--- src/rtl/pe_result_packer_pkg.sv ---
`default_nettype none
// ============================================================================
// Module   : pe_result_packer_pkg
// Brief    : Shared constants, state encodings and helpers for the PE packer.
// Revision : 1.0 - initial release
// ============================================================================
package pe_result_packer_pkg;

    localparam int LANE_W         = 16;
    localparam int LANES_PER_WORD = 4;
    localparam int WORD_W         = LANE_W * LANES_PER_WORD;

    localparam logic [1:0] PKR_IDLE    = 2'd0;
    localparam logic [1:0] PKR_COLLECT = 2'd1;
    localparam logic [1:0] PKR_DRAIN   = 2'd2;
    localparam logic [1:0] PKR_DONE    = 2'd3;

    localparam logic [LANE_W-1:0] SAT_POS = 16'h7FFF;
    localparam logic [LANE_W-1:0] SAT_NEG = 16'h8000;

    // Byte enables covering lanes 0..last_lane.
    function automatic logic [7:0] lane_strb(input logic [1:0] last_lane);
        case (last_lane)
            2'd0:    lane_strb = 8'h03;
            2'd1:    lane_strb = 8'h0F;
            2'd2:    lane_strb = 8'h3F;
            default: lane_strb = 8'hFF;
        endcase
    endfunction

endpackage
`default_nettype wire

--- src/rtl/sat_narrow_40to16.sv ---
`default_nettype none
// ============================================================================
// Module   : sat_narrow_40to16
// Brief    : Combinational 40->16 signed clamp (or plain truncation) with flag.
// Revision : 1.0 - initial release
// ============================================================================
module sat_narrow_40to16
    import pe_result_packer_pkg::*;
#(
    parameter bit SAT_EN = 1'b1
) (
    input  logic [39:0]       i_data,
    output logic [LANE_W-1:0] o_data,
    output logic              o_sat
);

    if (SAT_EN) begin : g_sat
        logic w_hi;
        logic w_lo;
        assign w_hi   = $signed(i_data) > 40'sd32767;
        assign w_lo   = $signed(i_data) < -40'sd32768;
        assign o_data = w_hi ? SAT_POS : (w_lo ? SAT_NEG : i_data[LANE_W-1:0]);
        assign o_sat  = w_hi | w_lo;
    end else begin : g_trunc
        logic w_unused_hi;
        assign w_unused_hi = ^i_data[39:LANE_W];
        assign o_data      = i_data[LANE_W-1:0];
        assign o_sat       = 1'b0;
    end

endmodule
`default_nettype wire

--- src/rtl/pe_result_packer.sv ---
`default_nettype none
// ============================================================================
// Module   : pe_result_packer
// Brief    : Narrows 40-bit PE results to 16 bits, packs 4 per 64-bit word and
//            writes them to the output activation SRAM from a base address.
// Revision : 1.0 - initial release
// ============================================================================
module pe_result_packer
    import pe_result_packer_pkg::*;
#(
    parameter int ADDR_W = 12,
    parameter bit SAT_EN = 1'b1
) (
    input  logic              clk,
    input  logic              rst_n,
    input  logic              start,
    input  logic              abort,
    input  logic [ADDR_W-1:0] base_addr,
    input  logic [15:0]       num_results,
    output logic              busy,
    output logic              done,
    output logic [15:0]       sat_count,
    input  logic [39:0]       in_data,
    input  logic              in_valid,
    output logic              in_ready,
    output logic              mem_wr_en,
    output logic [ADDR_W-1:0] mem_wr_addr,
    output logic [WORD_W-1:0] mem_wr_data,
    output logic [7:0]        mem_wr_strb,
    input  logic              mem_wr_ready
);

    logic [1:0]        r_state,     w_state_nxt;
    logic [1:0]        r_lane,      w_lane_nxt;
    logic [15:0]       r_remaining, w_rem_nxt;
    logic [WORD_W-1:0] r_pack,      w_pack_nxt;
    logic              r_busy,      w_busy_nxt;
    logic              r_done,      w_done_nxt;
    logic [15:0]       r_sat_count, w_sat_nxt;
    logic              r_in_ready,  w_in_ready_nxt;
    logic              r_wr_en,     w_wr_en_nxt;
    logic [ADDR_W-1:0] r_addr,      w_addr_nxt;
    logic [WORD_W-1:0] r_data,      w_data_nxt;
    logic [7:0]        r_strb,      w_strb_nxt;

    logic [LANE_W-1:0] w_lane;
    logic              w_sat;
    logic              w_accept;
    logic              w_wr_done;
    logic [WORD_W-1:0] w_lane_word;

    sat_narrow_40to16 #(
        .SAT_EN (SAT_EN)
    ) u_narrow (
        .i_data (in_data),
        .o_data (w_lane),
        .o_sat  (w_sat)
    );

    // in_ready is only ever high in COLLECT with no write pending.
    assign w_accept    = in_valid && r_in_ready;
    assign w_wr_done   = r_wr_en && mem_wr_ready;
    assign w_lane_word = r_pack | ({{(WORD_W-LANE_W){1'b0}}, w_lane} << {r_lane, 4'b0000});

    always_comb begin
        w_state_nxt    = r_state;
        w_lane_nxt     = r_lane;
        w_rem_nxt      = r_remaining;
        w_pack_nxt     = r_pack;
        w_busy_nxt     = r_busy;
        w_done_nxt     = 1'b0;
        w_sat_nxt      = r_sat_count;
        w_in_ready_nxt = r_in_ready;
        w_wr_en_nxt    = r_wr_en;
        w_addr_nxt     = r_addr;
        w_data_nxt     = r_data;
        w_strb_nxt     = r_strb;

        case (r_state)
            PKR_IDLE: begin
                if (start && !abort) begin
                    if (num_results != 16'd0) begin
                        w_state_nxt    = PKR_COLLECT;
                        w_addr_nxt     = base_addr;
                        w_rem_nxt      = num_results;
                        w_sat_nxt      = 16'd0;
                        w_busy_nxt     = 1'b1;
                        w_in_ready_nxt = 1'b1;
                        w_lane_nxt     = 2'd0;
                        w_pack_nxt     = '0;
                    end else begin
                        w_state_nxt = PKR_DONE;
                    end
                end
            end
            PKR_COLLECT: begin
                if (w_wr_done) begin
                    w_wr_en_nxt    = 1'b0;
                    w_addr_nxt     = r_addr + {{(ADDR_W-1){1'b0}}, 1'b1};
                    w_in_ready_nxt = 1'b1;
                end
                if (w_accept) begin
                    w_pack_nxt = w_lane_word;
                    w_lane_nxt = r_lane + 2'd1;
                    w_rem_nxt  = r_remaining - 16'd1;
                    if (w_sat && (r_sat_count != 16'hFFFF)) begin
                        w_sat_nxt = r_sat_count + 16'd1;
                    end
                    // Emit on a full word or on the job's last result.
                    if ((r_lane == 2'd3) || (r_remaining == 16'd1)) begin
                        w_wr_en_nxt    = 1'b1;
                        w_data_nxt     = w_lane_word;
                        w_strb_nxt     = lane_strb(r_lane);
                        w_pack_nxt     = '0;
                        w_lane_nxt     = 2'd0;
                        w_in_ready_nxt = 1'b0;
                        if (r_remaining == 16'd1) begin
                            w_state_nxt = PKR_DRAIN;
                        end
                    end
                end
            end
            PKR_DRAIN: begin
                if (w_wr_done) begin
                    w_wr_en_nxt = 1'b0;
                    w_addr_nxt  = r_addr + {{(ADDR_W-1){1'b0}}, 1'b1};
                    w_busy_nxt  = 1'b0;
                    w_state_nxt = PKR_DONE;
                end
            end
            default: begin
                w_state_nxt = PKR_IDLE;
                w_done_nxt  = 1'b1;
                w_busy_nxt  = 1'b0;
            end
        endcase

        // Abort discards any pending write and the partially packed word.
        if (abort && (r_state != PKR_IDLE)) begin
            w_state_nxt    = PKR_IDLE;
            w_wr_en_nxt    = 1'b0;
            w_in_ready_nxt = 1'b0;
            w_busy_nxt     = 1'b0;
            w_done_nxt     = 1'b0;
            w_lane_nxt     = 2'd0;
            w_pack_nxt     = '0;
            w_rem_nxt      = 16'd0;
        end
    end

    always_ff @(posedge clk or negedge rst_n) begin
        if (!rst_n) begin
            r_state     <= PKR_IDLE;
            r_lane      <= 2'd0;
            r_remaining <= 16'd0;
            r_pack      <= '0;
            r_busy      <= 1'b0;
            r_done      <= 1'b0;
            r_sat_count <= 16'd0;
            r_in_ready  <= 1'b0;
            r_wr_en     <= 1'b0;
            r_addr      <= '0;
            r_data      <= '0;
            r_strb      <= 8'd0;
        end else begin
            r_state     <= w_state_nxt;
            r_lane      <= w_lane_nxt;
            r_remaining <= w_rem_nxt;
            r_pack      <= w_pack_nxt;
            r_busy      <= w_busy_nxt;
            r_done      <= w_done_nxt;
            r_sat_count <= w_sat_nxt;
            r_in_ready  <= w_in_ready_nxt;
            r_wr_en     <= w_wr_en_nxt;
            r_addr      <= w_addr_nxt;
            r_data      <= w_data_nxt;
            r_strb      <= w_strb_nxt;
        end
    end

    assign busy        = r_busy;
    assign done        = r_done;
    assign sat_count   = r_sat_count;
    assign in_ready    = r_in_ready;
    assign mem_wr_en   = r_wr_en;
    assign mem_wr_addr = r_addr;
    assign mem_wr_data = r_data;
    assign mem_wr_strb = r_strb;

endmodule
`default_nettype wire
--- config.mk ---
export PLATFORM = sky130hd
export DESIGN_NAME = pe_result_packer
export DESIGN_NICKNAME = d
export VERILOG_FILES = /design/src/rtl/pe_result_packer_pkg.sv /design/src/rtl/sat_narrow_40to16.sv /design/src/rtl/pe_result_packer.sv
export SDC_FILE = /design/constraint.sdc
export NUM_CORES = 1
export LEC_CHECK = 0
export CAP_MARGIN = 5
export CORE_ASPECT_RATIO = 0.9
export CORE_UTILIZATION = 35
export DETAILED_ROUTE_END_ITERATION = 16
export MAX_ROUTING_LAYER = met4
export RECOVER_POWER = 25
export SYNTH_ARGS = -nofsm -noshare
export SYNTH_HDL_FRONTEND = slang
export SYNTH_SLANG_ARGS = --single-unit
export TNS_END_PERCENT = 30
--- constraint.sdc ---
create_clock -name clk -period 8 [get_ports clk]
set_clock_uncertainty 0.2 [all_clocks]
set_input_delay 1.6 -clock clk [delete_from_list [all_inputs] [get_ports clk]]
set_output_delay 1.6 -clock clk [all_outputs]
set_load 0.005 [all_outputs]
==> results.toml, run 1 <==
[run_status]
outcome = "finished with violations"
violations = "max-capacitance violations, max-slew violations"

[die]
io_pins = 178
fp.dieW_um = 169.9
rows = 54
coreArea_um2 = 24590
die_y_um = 153.1
floorplan.initialDensity_pct = 36.12
design.die.area_um2 = 26020

[route]
vias = 7299
first_pass_iters = 4
viasPerCell = 5.367
ant_nets = 0
drt_iter0_markers = 562
drcViolationCount = 0
routed_wl_mm = 25.45
route.detailed.wl_per_inst_um = 18.71

[sta]
setup_tns_ps = 0
max_freq_ghz = 0.2058
period_needed_ps = 4860
setup_slack_ps = 3140
finalHoldViolCount = 0
setup_viol = 0
rsz0062_at_grt = "false"
worst_pin_slew_ps = 3530
maxSlewHeadroom_pct = -135.3
drv_slew = 60
fin_crit_sh_pct = 60.75

[worst_setup_path]
crit_chain = "clkbuf_1, buf_4"
endpoint = "r_pack[48]"
crit_slowest_cell = "clkbuf_1"
end_kind = "asynchronous set/reset pin"
cp_max_fo = 66
start_kind = "input pin"
ff2ff_setup_slack_ps = 4260
crit_buf_inv = 2
crit_cells = 2
timing.rr.end = "r_pack[6]"
startpoint = "rst_n"
critPathTopFamily = "buffers and inverters"
arrival_ps = 5110
cp.required_ps = 8250
max_stage_delay_ps = 2450
critPathKind = "in -> async"
reg2reg_from = "r_state[1]"
r2r_cells = 8

[placement]
io_buffer_count = 177
dp_slack_ps = 3200
routabilityCongestion = 0.8763
placed_cells = 1328
dpl.hpwl_mm = 16.89

[clock_tree]
clock-root-buffer = "clkbuf_16"
cts_resized = 0
cts_tree = "yes"
clock_latency_ps = 420
cts_sinks = 184
cts_max_level = 4
ctsHoldBuffers = 0
cts.clk_slew.worst_paths_ps = 70
cts_buffers = 17
cts_setup_buffers = 0
clk_path_buf_depth = 2

[global_routing]
grt_pass1_wl_mm = 40.86
grt_max_degree = 67
gr-total-overflow = 0
grt_pass1_vias = 7240
grt_usage_pct = 20.78
antenna_found_initial = 0

[min_path]
hold_class = "reg -> reg"

[power]
p_total_w = 0.003305
leakage_nw = 5.308
ir_drop_mv = 0.1461
power-per-cell-area_nw_per_um2 = 287.1

[synth]
ys_seq_area_share_pct = 51.83
syn_inst = 856
async_reset_ff_share_pct = 100.0
synth_seq_cells = 184
synth_edf_count = 0
synth_cell_type_count = 58
synth_fp_nets = 941
synth_area_um2 = 8884
syn_area_per_cell_um2 = 10.38
synth_flop_cell = "dfrtp_1"
yosys_warnings = 0

[layout]
syn_to_final_growth_pct = 29.59
multi_input_area_um2 = 3960
finish.utilization_pct = 46.81
fillers = 2329
diodes = 0
drive_above_1_share_pct = 6.934
seq_area_um2 = 4604
finalNetCount = 1096
layout.cells.non_filler = 1360

[job]
max_cap_violations = 1
==> cell usage after synthesis (all sizes together) (4+ instances only) <==
| cell type | count | area share, % |
|---|---|---|
| nand4 | 16 | 1.3 |
| o31ai | 4 | 0.34 |
| inv | 14 | 0.59 |
| a22o | 65 | 6.5 |
| o21ai | 109 | 6.1 |
| or3 | 13 | 0.92 |
| and3 | 9 | 0.63 |
| nor4 | 18 | 2.0 |
| ha | 11 | 1.5 |
| or4 | 4 | 0.34 |
| nor3 | 11 | 0.68 |
| dfrtp | 184 | 52 |
| o221ai | 4 | 0.39 |
| and4 | 4 | 0.42 |
| nor2 | 53 | 2.2 |
| buf | 29 | 2.2 |
| and2 | 4 | 0.28 |
| a21o | 18 | 1.6 |
| nand2 | 55 | 2.4 |
| nand2b | 5 | 0.35 |
| clkbuf | 23 | 0.99 |
| nand3 | 23 | 1.3 |
| a21oi | 74 | 4.2 |
| nor2b | 6 | 0.42 |
| mux2i | 66 | 7.4 |
| o22ai | 7 | 0.49 |
| a31oi | 6 | 0.42 |
==> power by group <==
group / internal, W / switching [W]
sequential: 0.00108 / 0.000148
clock: 0.000506 / 0.000397
combinational: 0.000475 / 0.000697
==> final cells by class <==
type,count,share of cell area [%]
sequential,184,40.00
multi-input combinational,605,34.40
timing repair buffer,188,16.01
clock buffer,17,3.695
tap,336,3.652
clock inverter,15,1.761
inverter,15,0.4891
==> layout by cell type (no fill, tap or decap), types with 4 or more instances in the layout <==
cell,count
inv_1,14
clkdlybuf4s50_1,174
nor4_4,4
nand2b_1,5
a31oi_1,6
inv_8,5
nor4_1,13
a21oi_1,73
a22o_2,9
ha_1,11
o221ai_1,4
or3_1,13
nor2b_1,6
a22o_1,56
nor3_1,10
nor2_1,53
clkbuf_16,17
buf_4,11
clkinvlp_4,4
or4_1,4
and2_1,4
o31ai_1,4
nand2_1,54
mux2i_1,66
o22ai_1,7
and3_1,9
nand4_1,14
o21ai_0,108
a21o_1,17
nand3_1,23
dfrtp_1,184
==> per-stage QoR <==
| stage | hold slack (ps) | cell area (µm²) |
|---|---|---|
| floorplan | 260.8 | 8884 |
| global placement | 263.1 | 10890 |
| detailed placement | 269.6 | 10890 |
| CTS | 285.0 | 11520 |
| global route | 315.4 | 11510 |
| finish | 279.8 | 11510 |
==> cell families after synthesis <==
| family | after synthesis | synth area share [%] |
|---|---|---|
| AOI/OAI and AO/OA | 301 | 21.48 |
| xor gates and xnor gates | 1 | 0.09861 |
| adders and majority gates | 11 | 1.549 |
| buffers and inverters | 67 | 3.775 |
| DFF | 184 | 51.83 |
| muxes | 67 | 7.563 |
| and+or+nand+nor | 225 | 13.70 |
==> metal layers <==
layer	vias to the layer above	share of wire (%)	GRT usage (%)	wire length, µm
li1	3502	-	-	-
met1	3614	49	29.57	12440
met2	171	46	31.17	11710
met3	12	4.5	3.418	1141
met4	0	0.61	4.161	156
met5	-	0	-	0
==> worst min path at each step <==
stage / start / end / cells after the start
floorplan: r_remaining[14] / r_remaining[14] / 2
global placement: mem_wr_data[31] / mem_wr_data[31] / 2
detailed placement: mem_wr_data[31] / mem_wr_data[31] / 2
CTS: mem_wr_data[31] / mem_wr_data[31] / 2
global route: r_pack[48] / r_pack[48] / 1
finish: mem_wr_data[31] / mem_wr_data[31] / 2
==> flip-flops by register name, indices dropped and copies added (netlist names) <==
register,flops
mem_wr_data,64
r_pack,64
r_remaining,16
sat_count,16
mem_wr_addr,12
mem_wr_strb,4
r_lane,2
r_state,2
busy,1
done,1
in_ready,1
mem_wr_en,1
==> worst register-to-register path: cells and delay by family (launching register included) <==
| kind | cells | cell delay (ps) |
|---|---|---|
| and+or+nand+nor | 4 | 1640 |
| adders and majority gates | 1 | 400 |
| AOI/OAI and AO/OA | 1 | 290 |
| DFF | 1 | 430 |
| buffers and inverters | 2 | 710 |
Power figures use the tool's default switching activity.
==> inputs of run 2 (changes only) <==
==> constraint.sdc (replaced) <==
create_clock -name clk -period 4 [get_ports clk]
set_clock_uncertainty 0.2 [all_clocks]
set_input_delay 0.8 -clock clk [delete_from_list [all_inputs] [get_ports clk]]
set_output_delay 0.8 -clock clk [all_outputs]
set_load 0.005 [all_outputs]
==> results.toml, run 2 (synthesis gave the netlist of run 1 again) <==
[run_status]
outcome = "finished with violations"
violations = "max-capacitance violations, max-slew violations"

[worst_setup_path]
cp_max_fo = 13
critPathKind = "reg -> reg"
arrival_ps = 3390
start_kind = "register"
cp.required_ps = 4150
end_kind = "register"

[min_path]
hold_class = "reg -> reg"

[placement]
placed_cells = 1344
routabilityCongestion = 0.8612
dpl.hpwl_mm = 17.75
io_buffer_count = 177

[sta]
setup_viol = 0
finalHoldViolCount = 0
maxSlewHeadroom_pct = -23.88
hold_slack_ps = 288.6
worst_pin_slew_ps = 1858
rsz0062_at_grt = "false"
drv_slew = 75
setup_tns_ps = 0
max_freq_ghz = 0.3089
fin_crit_sh_pct = 80.92
period_needed_ps = 3237

[clock_tree]
cts_tree = "yes"
clk_path_buf_depth = 2
cts_max_level = 4
clock_latency_ps = 430
cts_sinks = 184
cts_buffers = 17
clock-root-buffer = "clkbuf_16"
cts_resized = 0
cts_setup_buffers = 0
ctsHoldBuffers = 0
cts.clk_slew.worst_paths_ps = 70

[layout]
layout.cells.non_filler = 1377
finish.utilization_pct = 47.29
final_cell_mix = "184 x dfrtp_1, 175 x clkdlybuf4s50_1, 108 x o21ai_0, 73 x a21oi_1, 66 x mux2i_1"
final_common_cell = "dfrtp_1"
drive_above_1_share_pct = 8.462
finalNetCount = 1112
fillers = 2345
syn_to_final_growth_pct = 30.93

[power]
ir_drop_mv = 0.3023
p_total_w = 0.006605
power-per-cell-area_nw_per_um2 = 567.8
leakage_nw = 5.390

[die]
die_y_um = 153.1
fp.dieW_um = 169.9
io_pins = 178
coreArea_um2 = 24590
design.die.area_um2 = 26020
rows = 54
floorplan.initialDensity_pct = 36.12

[route]
viasPerCell = 5.396
ant_nets = 0
drt_iter0_markers = 466
first_pass_iters = 4
drcViolationCount = 0
routed_wl_mm = 25.50
route.detailed.wl_per_inst_um = 18.52
vias = 7430

[job]
max_cap_violations = 1

[global_routing]
grt_pass1_vias = 7378
grt_pass1_wl_mm = 41.27
grt_usage_pct = 20.98
gr-total-overflow = 0
grt_max_degree = 81
antenna_found_initial = 1
==> run 2: changes by cell type in the layout (fill, tap and decap cells not counted), moves of 2 or more <==
cell / previous run / this run
buf_4: 11 / 23
buf_12: 0 / 3
bufinv_16: 3 / 1
clkinv_2: 0 / 2
clkinv_4: 0 / 2
clkinvlp_4: 4 / 2
==> run 2: final cells by class <==
type | instances | area (µm²) | area share, %
multi-input cells | 605 | 3960 | 34.05
well taps | 336 | 420.4 | 3.614
flip-flops and latches | 184 | 4604 | 39.59
diodes | 1 | 2.502 | 0.02151
clock inverters | 15 | 160.2 | 1.377
inverters | 15 | 56.30 | 0.4841
clock buffers | 17 | 425.4 | 3.657
repair buffers | 204 | 2002 | 17.21
==> run 2: worst paths after layout <==
path / startpoint / end / slack (ps) / cells past startpoint
setup / recovery: r_state[1] / sat_count[11] / 760 / 8
setup reg to reg: r_state[1] / sat_count[11] / 760 / 8
hold reg to reg: mem_wr_data[15] / mem_wr_data[15] / 290 / 2
max in group asynchronous: rst_n / mem_wr_data[45] / 810 / 2
min in group asynchronous: rst_n / mem_wr_addr[10] / 670 / 1
hold / removal: mem_wr_data[15] / mem_wr_data[15] / 290 / 2
==> run 2: worst max-delay path, stage by stage (launching register included) <==
cell and delay (ps):
dfrtp_1 440, inv_1 140, ha_1 510, and3_1 360
o2bb2ai_1 130, a21oi_2 350, nand4_2 350, or4_1 540
a21oi_1 140
==> run 2: report_power, final <==
part	switching, W	internal (W)	leakage, nW
Combinational	0.00141	0.00104	2.61
Clock	0.000810	0.000887	0.285
Sequential	0.000298	0.00216	2.50
Total	0.00252	0.00409	5.39
==> run 2: routing by layer <==
layer / share of wire, % / routed length [µm] / track usage [%] / vias up
li1: - / - / - / 3530
met5: 0 / 0 / - / -
met1: 47 / 12060 / 29.12 / 3682
met2: 46 / 11820 / 31.58 / 183
met3: 4.5 / 1153 / 3.521 / 35
met4: 1.8 / 465 / 5.706 / 0
==> run 2: through the flow <==
step | setup WS [ps] | instance area (µm²)
after floorplan | 1440 | 8884
after global placement | 602.4 | 11060
after detailed placement | 581.4 | 11060
after CTS | 814.1 | 11650
after global routing | 314.4 | 11630
final | 763.2 | 11630
